$ cat config.mk
export PLATFORM = sky130hd
export DESIGN_NAME = mul_unit
export DESIGN_NICKNAME = d
export VERILOG_FILES = /design/src/rtl/mul_pkg.sv /design/src/rtl/mul_datapath.sv /design/src/rtl/mul_unit.sv
export SDC_FILE = /design/constraint.sdc
export NUM_CORES = 1
export LEC_CHECK = 0
export BUFFER_PORTS_ARGS = -buffer_cell sky130_fd_sc_hd__clkbuf_2
export CAP_MARGIN = 30
export CORE_MARGIN = 4
export CORE_UTILIZATION = 31
export CTS_CLUSTER_SIZE = 28
export DETAILED_ROUTE_END_ITERATION = 12
export GPL_TIMING_DRIVEN = 1
export PLACE_DENSITY_LB_ADDON = 0.1
export SYNTH_ARGS = -nofsm -noshare
export SYNTH_HDL_FRONTEND = slang
export SYNTH_HIERARCHICAL = 1
export SYNTH_SLANG_ARGS = --single-unit
$ cat constraint.sdc
create_clock -name Clock -period 3.93 [get_ports Clock]
set_input_delay 0.1965 -clock Clock [delete_from_list [all_inputs] [get_ports Clock]]
set_output_delay 0.1965 -clock Clock [all_outputs]
set_load 0.02 [all_outputs]
$ cat src/rtl/mul_pkg.sv
// Shared types and sizing for the iterative multiplier; also used by the control
// decoder that drives Start, Signed and HighHalf from the opcode.
package mul_pkg;

  localparam int MUL_W     = 16;
  localparam int MUL_CNT_W = $clog2(MUL_W + 1);

  typedef enum logic [1:0] {
    IDLE = 2'd0,
    MUL  = 2'd1,
    WB   = 2'd2
  } mul_state_t;

endpackage

$ cat src/rtl/mul_datapath.sv
// Shift-add datapath: operand magnitude conversion, 2n-bit accumulator,
// multiplicand/multiplier shifters and the final conditional negate.
module mul_datapath
  import mul_pkg::*;
#(
  parameter int n = MUL_W
) (
  input  logic           Clock,
  input  logic           nReset,
  input  logic           load,
  input  logic           step,
  input  logic           sign_mode,
  input  logic           negate,
  input  logic [n-1:0]   op_a,
  input  logic [n-1:0]   op_b,
  output logic [2*n-1:0] product
);

  logic [2*n-1:0] mcand;
  logic [n-1:0]   mplier;
  logic [2*n-1:0] acc;
  logic [n-1:0]   mag_a;
  logic [n-1:0]   mag_b;

  // -2^(n-1) negates to itself, which read as unsigned is the correct magnitude.
  assign mag_a = (sign_mode && op_a[n-1]) ? -op_a : op_a;
  assign mag_b = (sign_mode && op_b[n-1]) ? -op_b : op_b;

  always_ff @(posedge Clock or negedge nReset) begin
    if (!nReset) begin
      mcand  <= '0;
      mplier <= '0;
      acc    <= '0;
    end else if (load) begin
      mcand  <= {{n{1'b0}}, mag_a};
      mplier <= mag_b;
      acc    <= '0;
    end else if (step) begin
      if (mplier[0]) begin
        acc <= acc + mcand;
      end
      mcand  <= mcand << 1;
      mplier <= mplier >> 1;
    end
  end

  assign product = negate ? -acc : acc;

endmodule

$ cat src/rtl/mul_unit.sv
// Iterative 16x16 multiplier sitting between the register block read ports and
// its write port: FSM, bit counter, capture registers and writeback handshake.
module mul_unit
  import mul_pkg::*;
#(
  parameter int n         = MUL_W,
  parameter int addr_size = 3
) (
  input  logic                 Clock,
  input  logic                 nReset,
  input  logic                 Start,
  input  logic                 Signed,
  input  logic                 HighHalf,
  input  logic [n-1:0]         OpA,
  input  logic [n-1:0]         OpB,
  input  logic [addr_size-1:0] RdAddr,
  output logic                 Busy,
  output logic                 WbReq,
  input  logic                 WbGrant,
  output logic [n-1:0]         WData,
  output logic [addr_size-1:0] Rw,
  output logic                 We,
  output logic                 Done,
  output mul_state_t           dbg_state
);

  localparam int              cnt_w    = $clog2(n + 1);
  localparam logic [cnt_w-1:0] last_cnt = cnt_w'(n);

  mul_state_t       state;
  logic [cnt_w-1:0] count;
  logic             neg_q;
  logic             high_q;
  logic             load;
  logic             step;
  logic [2*n-1:0]   product;

  // Handshake: WbReq rises on WB entry and stays high, with WData/Rw frozen,
  // until an edge where WbGrant=1; that edge is the write (We) and drops WbReq.
  assign Busy      = (state != IDLE);
  assign WbReq     = (state == WB);
  assign We        = WbReq & WbGrant;
  assign dbg_state = state;

  assign load = (state == IDLE) && Start;
  assign step = (state == MUL) && (count != last_cnt);

  always_ff @(posedge Clock or negedge nReset) begin
    if (!nReset) begin
      state  <= IDLE;
      count  <= '0;
      neg_q  <= 1'b0;
      high_q <= 1'b0;
      WData  <= '0;
      Rw     <= '0;
      Done   <= 1'b0;
    end else begin
      Done <= We;
      case (state)
        IDLE: begin
          if (Start) begin
            state  <= MUL;
            count  <= '0;
            neg_q  <= Signed & (OpA[n-1] ^ OpB[n-1]);
            high_q <= HighHalf;
            Rw     <= RdAddr;
          end
        end
        MUL: begin
          if (count == last_cnt) begin
            state <= WB;
            WData <= high_q ? product[2*n-1:n] : product[n-1:0];
          end else begin
            count <= count + 1'b1;
          end
        end
        WB: begin
          if (WbGrant) begin
            state <= IDLE;
          end
        end
        default: state <= IDLE;
      endcase
    end
  end

  mul_datapath #(.n(n)) u_datapath (
    .Clock     (Clock),
    .nReset    (nReset),
    .load      (load),
    .step      (step),
    .sign_mode (Signed),
    .negate    (neg_q),
    .op_a      (OpA),
    .op_b      (OpB),
    .product   (product)
  );

endmodule

* Word level (Yosys, flattened, before mapping)
Cells that the tools add are included.
** Word-level totals
- Register bits :: 109
- Input bits :: 41
- Output and inout bits :: 25
- Logic and storage cells :: 58
** Operators by class
- Add/sub/neg operators :: 5
- Equality and inequality tests :: 8
- Muxes and demuxes :: 18
- Bitwise operators :: 3
- Reductions and logical operators :: 14
** Operators with widths (number)
- 32-bit two-way mux :: 6
- 16-bit two-way mux :: 5
- 32-bit adder :: 1
- 16-bit negation :: 2
- 32-bit negation :: 1
- 5-bit two-way mux :: 2
- 5-bit case mux with 2 select lines :: 1
- 2-bit nonzero test :: 4
- 2-bit two-way mux :: 3
- 2-bit case mux with 3 select lines :: 1
- 2-bit AND reduction :: 3
- 3-bit AND reduction :: 2
- 5-bit by 1-bit adder with 5-bit output (second input constant) :: 1
- 5-bit == test (second input constant) :: 1
- 5-bit inequality test (second input constant) :: 1
- 1-bit logical AND :: 4
- 2-bit by 1-bit inequality test with 1-bit output (second input constant) :: 2
- 2-bit inequality test (second input constant) :: 2
- 1-bit bitwise AND :: 2
- 2-bit by 1-bit == test with 1-bit output (second input constant) :: 1
- 2-bit == test (second input constant) :: 1
- 2-bit zero test :: 1
- 1-bit XOR :: 1

* Depth between registers and ports, before layout
Gate-level depths: netlist (run 1).
- Word-level depth :: 4
- Mapped depth :: 11
- Depth with buffers taken out :: 10

* By module
The synthesis (run 1) kept the hierarchy.
** By module, submodules not included
- mul_datapath :: times used 1, cells an instance 735, area each 6336.1 um^2, seq. area each 2001.9 um^2
- mul_unit :: times used 1, cells an instance 117, area each 1418.9 um^2, seq. area each 725.7 um^2

* Worst setup path after synthesis (run 1)
No wires, ideal clock.
- Path type :: reg-to-reg
- Start :: reg u_datapath.acc[4]
- End :: reg WData[13]
- Library setup time :: 0.125 ns
- Arrival :: 2.731 ns
- Path slack :: 1.075 ns
- Cell stages (with the launch flop) :: 10
- Period minus slack after synthesis :: 2.855 ns
- Path through :: dfrtp_1 or3_4 nor4_4 nand4_2 or2_4 or4_4 o41ai_2 xnor2_1 mux2_2 mux2_2
** Between the ends
- Word-level cells in the longest chain between the ends :: 3
** Ends and longest elaborated chain
- from (decl) :: line mul_datapath.sv:21 : logic [2*n-1:0] acc;
- from (signal assigned) :: line mul_datapath.sv:40 : acc <= acc + mcand;
- 32-bit negation :: line mul_datapath.sv:47 : assign product = negate ? -acc : acc;
- 32-bit two-way mux :: line mul_datapath.sv:47
- via product[29] :: line mul_unit.sv:36 : logic [2*n-1:0] product;
- 16-bit two-way mux :: line mul_unit.sv:72 : WData <= high_q ? product[2*n-1:n] : product[n-1:0];
- to (signal assigned) :: line mul_unit.sv:72
- to (decl) :: line mul_unit.sv:20 : output logic [n-1:0] WData,
The timed path passes the listed nets, and every way through them passes these cells.
A chain may end at the register's enable or synchronous reset.

* Worst setup path after layout (run 1)
- Start :: reg u_datapath.mcand[1]
- End :: reg u_datapath.acc[29]
** Between the ends
- Word-level cells in the longest chain between the ends :: 4
** Ends and longest elaborated chain
- from (decl) :: line mul_datapath.sv:19 : logic [2*n-1:0] mcand;
- from (signal assigned) :: line mul_datapath.sv:35 : mcand <= {{n{1'b0}}, mag_a};
- from (signal assigned) :: line mul_datapath.sv:42 : mcand <= mcand << 1;
- 32-bit adder :: line mul_datapath.sv:40
- 32-bit two-way mux :: line mul_datapath.sv:39 : if (mplier[0]) begin
- 32-bit two-way mux :: line mul_datapath.sv:38 : end else if (step) begin
- 32-bit two-way mux :: line mul_datapath.sv:34 : end else if (load) begin
Every way passes these cells. The select of a mux whose other input is x is not followed.

==> results.toml, run 1 <==
[status]
run_status = "complete, no violations"

[clocking]
cts.sinks = 109
cts_root_buf = "sky130_fd_sc_hd__clkbuf_16"
post_cts_resize_count = 0
clock_tree.buffer_depth = 2
clk_pin_slew_worst_paths_ns = 0.09
cts_max_level = 3
clkLatencyLatePin_ns = 0.37
num_cts_buffers = 9
cts_tree = "yes"

[power]
worst_ir_drop_vdd_uv = 251.6
total_power_mw = 6.904
power_density_nw_per_um2 = 785.1
static-leakage-power_nw = 4.108

[timing]
setup_violations = 0
timing.setup.tns_ns = 0
fin_skew_ns = 0.01332
timing.final.crit_share_pct = 79.04
finalHoldViolCount = 0
fin_crit_ns = 3.106
timing_worst_slew_pin_value_ns = 0.7033
relSlewSlack_pct = 52.62
drv_slew = 0
fmax_mhz = 321.9
rsz0062_at_grt = "no"

[synth]
synth.distinct_cells = 72
synthCells = 852
yosys_warning_count = 6
synth-async-reset-ratio_pct = 100.0
synth_compound_gate_area_share_pct = 20.14
xor_xnor_share_of_the_synthesized_area_pct = 7.793
post_synth_simple_gate_area_pct = 17.47
synth_fa_ha_area_share_pct = 6.066
synth.yosys.seq_area_share_pct = 35.17
muxShareOfSynthArea_pct = 10.49
synthFlopType = "sky130_fd_sc_hd__dfrtp_1"
synth_area_per_cell_sq_um = 9.102
syn_area_sq_um = 7755
post_synthesis_sequential_element_count = 109
synth_enable_flop_cells = 0
combinational_family_with_the_most_area_after_synthesis = "compound AO/OA/AOI/OAI gates"
syn_nets = 930

[setup_path]
path_max_fanout = 5
worstPathArrival_ns = 3.36
critPathLaunch = "u_datapath/mcand[1]$_DFFE_PN0P_"
crit_required_ns = 4.18
worst_setup_path_start_kind = "register"
worstReg2RegEnd = "u_datapath/acc[29]$_DFFE_PN0P_"
critical_path_class = "register to register"
worst_r2r_path_depth = 8
rrSetupSlack_ns = 0.82
crit_path_end_kind = "register"
critPathCapture = "u_datapath/acc[29]$_DFFE_PN0P_"
timing.rr.start = "u_datapath/mcand[1]$_DFFE_PN0P_"

[final_layout]
syn_to_final_growth_pct = 13.39
mostFrequentLayoutCell = "sky130_fd_sc_hd__dfrtp_1"
final_layout_size_suffix_gt1_share_pct = 16.04
multi_input_area_sq_um = 4812
regArea_sq_um = 2728
commonest_cells_after_routing_fill_and_taps_aside = "sky130_fd_sc_hd__dfrtp_1, sky130_fd_sc_hd__nand2_1, sky130_fd_sc_hd__o21ai_0"
insertedDiodeCount = 0
final_nets = 983
fillCellCount = 2550

[global_routing]
grt_first_pass_wirelength_mm = 35.59
grt_pass1_vias = 6385
grt_antenna_before_repair = 0
leftover_overflow_at_the_end_of_global_routing = 0
grt_start_max_net_pins = 110
grt_util_all_layers_pct = 15.71

[place]
detailed_place_hpwl_mm = 15.92
port_buffers = 65
routabilityCongestion = 0.7863

[min_path]
worst_hold_path_type = "primary input to register"

[detailed_routing]
post_drt_via_cell_ratio = 5.251
dr_total_vias = 6480
drt_drc_violations_left = 0
routed_wirelength_mm = 21.68
number_of_optimization_iterations_in_the_first_detailed_route_pass = 5
detail_route.wl_per_cell_um = 17.57
postRouteAntennaNets = 0
dr.first_iter.drc_count = 305

[floorplan]
floorplan.core_area_sq_um = 24460
die_h_um = 166.2
die_x_um = 166.2
row_count = 57
start_util_pct = 31.70
pin_count = 66
fp.dieArea_sq_um = 27610

[run]
drv.max_cap_violation_count = 0
cell usage after synthesis, types with 16 or more instances:
cell type	count	area (sq um)
sky130_fd_sc_hd__dfrtp_1	109	2728
sky130_fd_sc_hd__nand2_1	96	360.4
sky130_fd_sc_hd__o21ai_0	69	345.3
sky130_fd_sc_hd__nor2_1	53	198.9
sky130_fd_sc_hd__a21oi_1	49	245.2
sky130_fd_sc_hd__xnor2_1	48	420.4
sky130_fd_sc_hd__mux2i_1	43	430.4
sky130_fd_sc_hd__ha_1	36	450.4
sky130_fd_sc_hd__mux2_2	34	382.9
sky130_fd_sc_hd__clkbuf_1	26	97.59
sky130_fd_sc_hd__a21o_1	22	165.2
sky130_fd_sc_hd__xor2_1	21	183.9
sky130_fd_sc_hd__nand3_1	19	95.09
sky130_fd_sc_hd__inv_1	16	60.06
registers in the layout, summed over array words and instances (netlist names):
signal	cells
count	5
u_datapath/mplier	16
neg_q	1
u_datapath/acc	32
Done	1
WData	16
u_datapath/mcand	32
high_q	1
dbg_state	2
Rw	3
worst max-delay path, stage by stage, from the launching register on:
cell and delay, ns:
sky130_fd_sc_hd__dfrtp_1 0.41, sky130_fd_sc_hd__ha_1 0.32, sky130_fd_sc_hd__a211oi_1 0.23, sky130_fd_sc_hd__o21ai_0 0.30
sky130_fd_sc_hd__o2111a_1 0.35, sky130_fd_sc_hd__nor3_1 0.59, sky130_fd_sc_hd__a211oi_1 0.20, sky130_fd_sc_hd__or3_1 0.33
sky130_fd_sc_hd__a32o_1 0.25
per-stage QoR:
stage	worst slack, ns	hold WS, ns	instance area (sq um)	std cells	utilization (%)
global route	0.6020	0.002505	8793	1234	35.95
CTS	0.8248	0.0005072	8793	1234	35.95
floorplan	1.075	-0.09909	7755	852	-
global placement	0.8912	0.3487	8461	1216	34.59
finish	0.8239	0.01131	8793	1234	35.95
detailed placement	0.8624	0.3441	8488	1217	34.70
layout make-up:
| class | instances | area share [%] |
|---|---|---|
| tap | 324 | 4.610 |
| multi-input combinational | 688 | 54.72 |
| clock buffer | 9 | 2.561 |
| sequential | 109 | 31.02 |
| clock inverter | 7 | 0.7968 |
| inverter | 17 | 0.7399 |
| timing repair buffer | 80 | 5.549 |
worst min-delay path by stage:
stage | startpoint | endpoint | cells past startpoint
after floorplan | nReset | Done$_DFF_PN0_ | 0
after global placement | nReset | WData[14]$_DFFE_PN0P_ | 2
after detailed placement | nReset | WData[14]$_DFFE_PN0P_ | 2
after CTS | RdAddr[0] | Rw[0]$_DFFE_PN0P_ | 3
after global routing | RdAddr[2] | Rw[2]$_DFFE_PN0P_ | 3
final | RdAddr[0] | Rw[0]$_DFFE_PN0P_ | 3
where the power goes:
group / total, mW / switching (mW) / internal, mW
Combinational: 3.84 / 2.15 / 1.69
Clock: 0.933 / 0.484 / 0.448
Sequential: 2.13 / 0.546 / 1.58
Total: 6.90 / 3.18 / 3.72
logic make-up after synthesis:
logic type | count (synthesis)
fa+ha+maj | 37
xor+xnor | 69
buf+inv | 55
compound gates | 238
simple gates | 267
mux | 77
flops | 109
layer usage:
metal	wire [um]	track usage, %	vias up	share of wire [%]
met5	0	0	-	0
li1	-	-	3232	-
met4	246	4.017	0	1.1
met2	9785	24.29	111	45
met3	790	2.523	13	3.6
met1	10860	22.90	3124	50
repair_timing:
| action | in CTS | in global routing |
|---|---|---|
| hold endpoints to repair | 109 | 0 |
| buffers inserted | 0 | 0 |
| hold buffers | 1 | 0 |
Note: power is estimated with default switching activity, not from simulation.
==> inputs of run 2 (changes only) <==
==> constraint.sdc (replaced) <==
create_clock -name Clock -period 2.95 [get_ports Clock]
set_input_delay 0.1475 -clock Clock [delete_from_list [all_inputs] [get_ports Clock]]
set_output_delay 0.1475 -clock Clock [all_outputs]
set_load 0.02 [all_outputs]
==> run 2 against run 1 <==
Non-clock buffer count increased by 55. Critical path type unchanged. Critical path depth increased by 1. Die area unchanged. Global-route usage increased by 0.14 points. First-iteration DRC count increased by 29%. Clock skew increased by 0.0013 ns. Setup slack got worse by 0.77 ns. Clock power increased by 40%. Hold slack improved by 0.048 ns.
==> results.toml, run 2 (same netlist as run 1, synthesis figures left out) <==
[detailed_routing]
postRouteAntennaNets = 0
post_drt_via_cell_ratio = 5.114
maxUsedRoutingLayer = "met4"
dr.first_iter.drc_count = 393
routed_wirelength_mm = 22.02
dr_total_vias = 6592
number_of_optimization_iterations_in_the_first_detailed_route_pass = 4
met1Wirelength_mm = 11.18
detail_route.wl_per_cell_um = 17.08
drt_drc_violations_left = 0
met3_wirelength_from_detailed_routing_um = 856
detailroute.wirelength.met2_mm = 9.800

[status]
run_status = "complete, no violations"

[floorplan]
pin_count = 66
floorplan.core_area_sq_um = 24460
die_x_um = 166.2
start_util_pct = 31.70
fp.dieArea_sq_um = 27610
row_count = 57
die_h_um = 166.2

[clocking]
clock_tree.buffer_depth = 2
num_cts_buffers = 9
clk_pin_slew_worst_paths_ns = 0.08
cts_tree = "yes"
cts_root_buf = "sky130_fd_sc_hd__clkbuf_16"
cts.sinks = 109
cts_max_level = 3
clkLatencyLatePin_ns = 0.36

[place]
detailed_place.area_sq_um = 8832
detailed_place_hpwl_mm = 16.77
port_buffers = 65
routabilityCongestion = 0.8192

[timing]
fin_crit_ns = 2.893
drv_slew = 0
fin_skew_ns = 0.01459
setup_violations = 0
timing_worst_slew_pin_value_ns = 1.079
fmax_mhz = 345.7
finalHoldViolCount = 0
rsz0062_at_grt = "yes"
timing.final.crit_share_pct = 98.06
relSlewSlack_pct = 28.04

[power]
power_density_nw_per_um2 = 1057
p_int_mw = 5.434
worst_ir_drop_vdd_uv = 398.9
power.share.sequential_pct = 28.9
static-leakage-power_nw = 4.379
p_switching_mw = 4.374
switching_share_pct = 44.60
combPwrFrac_pct = 57.7
p_clk_share_pct = 13.3

[setup_path]
path_max_fanout = 4
crit_path_cell_trace = "or3_4, nor4_4, nand4_2, or2_4, or4_4, o41ai_4, xnor2_1, mux2_4, mux2_2"
critPathLaunch = "u_datapath/acc[4]$_DFFE_PN0P_"
critical_path_class = "register to register"
worst_setup_path_start_kind = "register"
crit_required_ns = 3.20
timing.rr.start = "u_datapath/acc[4]$_DFFE_PN0P_"
critical_path.top_delay_family = "simple AND/OR/NAND/NOR gates"
crit_path_max_incr_delay_ns = 0.47
critical_path_slowest_stage_cell = "sky130_fd_sc_hd__or4_4"
cp_num_buf_inv = 0
worstPathArrival_ns = 3.15
crit_path_end_kind = "register"

[final_layout]
syn_to_final_growth_pct = 19.64
multi_input_area_sq_um = 4876
fillCellCount = 2562
insertedDiodeCount = 0
commonest_cells_after_routing_fill_and_taps_aside = "sky130_fd_sc_hd__dfrtp_1, sky130_fd_sc_hd__nand2_1, sky130_fd_sc_hd__o21ai_0"
stdcell_area_sq_um = 9278
top_regs = "u_datapath/acc: 32 flops, u_datapath/mcand: 32 flops"
fin_util_pct = 37.93
regArea_sq_um = 2729
final_nets = 1038
final_layout_size_suffix_gt1_share_pct = 21.14
mostFrequentLayoutCell = "sky130_fd_sc_hd__dfrtp_1"

[global_routing]
grt_start_max_net_pins = 64
leftover_overflow_at_the_end_of_global_routing = 0
grt_pass1_vias = 6515
grt_antenna_before_repair = 0
grt_first_pass_wirelength_mm = 36.16
grt_util_all_layers_pct = 15.85

[min_path]
worst_hold_path_type = "primary input to register"
hold_path_startpoint = "OpB[0]"

[run]
drv.max_cap_violation_count = 0
## run 2: path summary, 6_finish.rpt
path                            cells past startpoint                                to  slack [ns]
worst min-delay path                                3  u_datapath/mplier[0]$_DFFE_PN0P_        0.06
worst max-delay path                                9             WData[13]$_DFFE_PN0P_        0.06
max in group asynchronous                           3     u_datapath/acc[6]$_DFFE_PN0P_        1.85
worst min register to register                      2                 Rw[0]$_DFFE_PN0P_        0.49
worst max register to register                      9             WData[13]$_DFFE_PN0P_        0.06
min in group asynchronous                           2  u_datapath/mcand[26]$_DFFE_PN0P_        0.38
## run 2: metrics by stage
stage | TNS [ns] | setup slack (ns) | cells | power (mW) | hold WS [ns]
2_1_floorplan | 0 | 0.09453 | 852 | 6.484 | -0.1481
3_3_place_gp | 0 | 0.04761 | 1264 | 8.475 | 0.2372
3_5_place_dp | 0 | 0.01788 | 1265 | 8.447 | 0.2434
4_1_cts | 0 | 0.01211 | 1287 | 9.814 | 0.05188
5_1_grt | -0.1100 | -0.03815 | 1289 | 10.66 | 0.07770
6_report | 0 | 0.05719 | 1289 | 9.808 | 0.05964
## run 2: worst register-to-register path, cell delays in order (launching register included)
cell                      delay [ns]
sky130_fd_sc_hd__dfrtp_1        0.41
sky130_fd_sc_hd__or3_4          0.42
sky130_fd_sc_hd__nor4_4         0.22
sky130_fd_sc_hd__nand4_2        0.16
sky130_fd_sc_hd__or2_4          0.28
sky130_fd_sc_hd__or4_4          0.47
sky130_fd_sc_hd__o41ai_4        0.24
sky130_fd_sc_hd__xnor2_1        0.10
sky130_fd_sc_hd__mux2_4         0.26
sky130_fd_sc_hd__mux2_2         0.25
## run 2: layout make-up
| type | count | area share [%] |
|---|---|---|
| Tap cell | 324 | 4.370 |
| Clock buffer | 10 | 2.468 |
| Inverter | 17 | 0.7013 |
| Sequential cell | 109 | 29.41 |
| Timing Repair Buffer | 135 | 9.670 |
| Clock inverter | 6 | 0.8227 |
| Multi-Input combinational cell | 688 | 52.56 |
## run 2: power groups by stage
stage                     registers [mW]  logic (mW)  clock network [mW]
after detailed placement            2.86        5.59                   0
after floorplan                     2.72        3.77                   0
final                               2.84        5.66                1.31
after global placement              2.85        5.62                   0
after CTS                           2.83        5.63                1.35
after global routing                2.94        6.30                1.42
## run 2: what timing repair did
| item | CTS | global route |
|---|---|---|
| buffers inserted | 0 | 2 |
| hold buffers | 6 | 0 |
| endpoints found under the hold margin | 51 | 0 |
| resized for setup | 0 | 16 |
| endpoints found under the setup margin | 0 | 10 |
## run 2: metal layers
layer	vias up	track usage, %
met5	-	0
met4	0	3.802
met3	9	2.000
met2	98	24.49
met1	3148	23.58
li1	3337	-
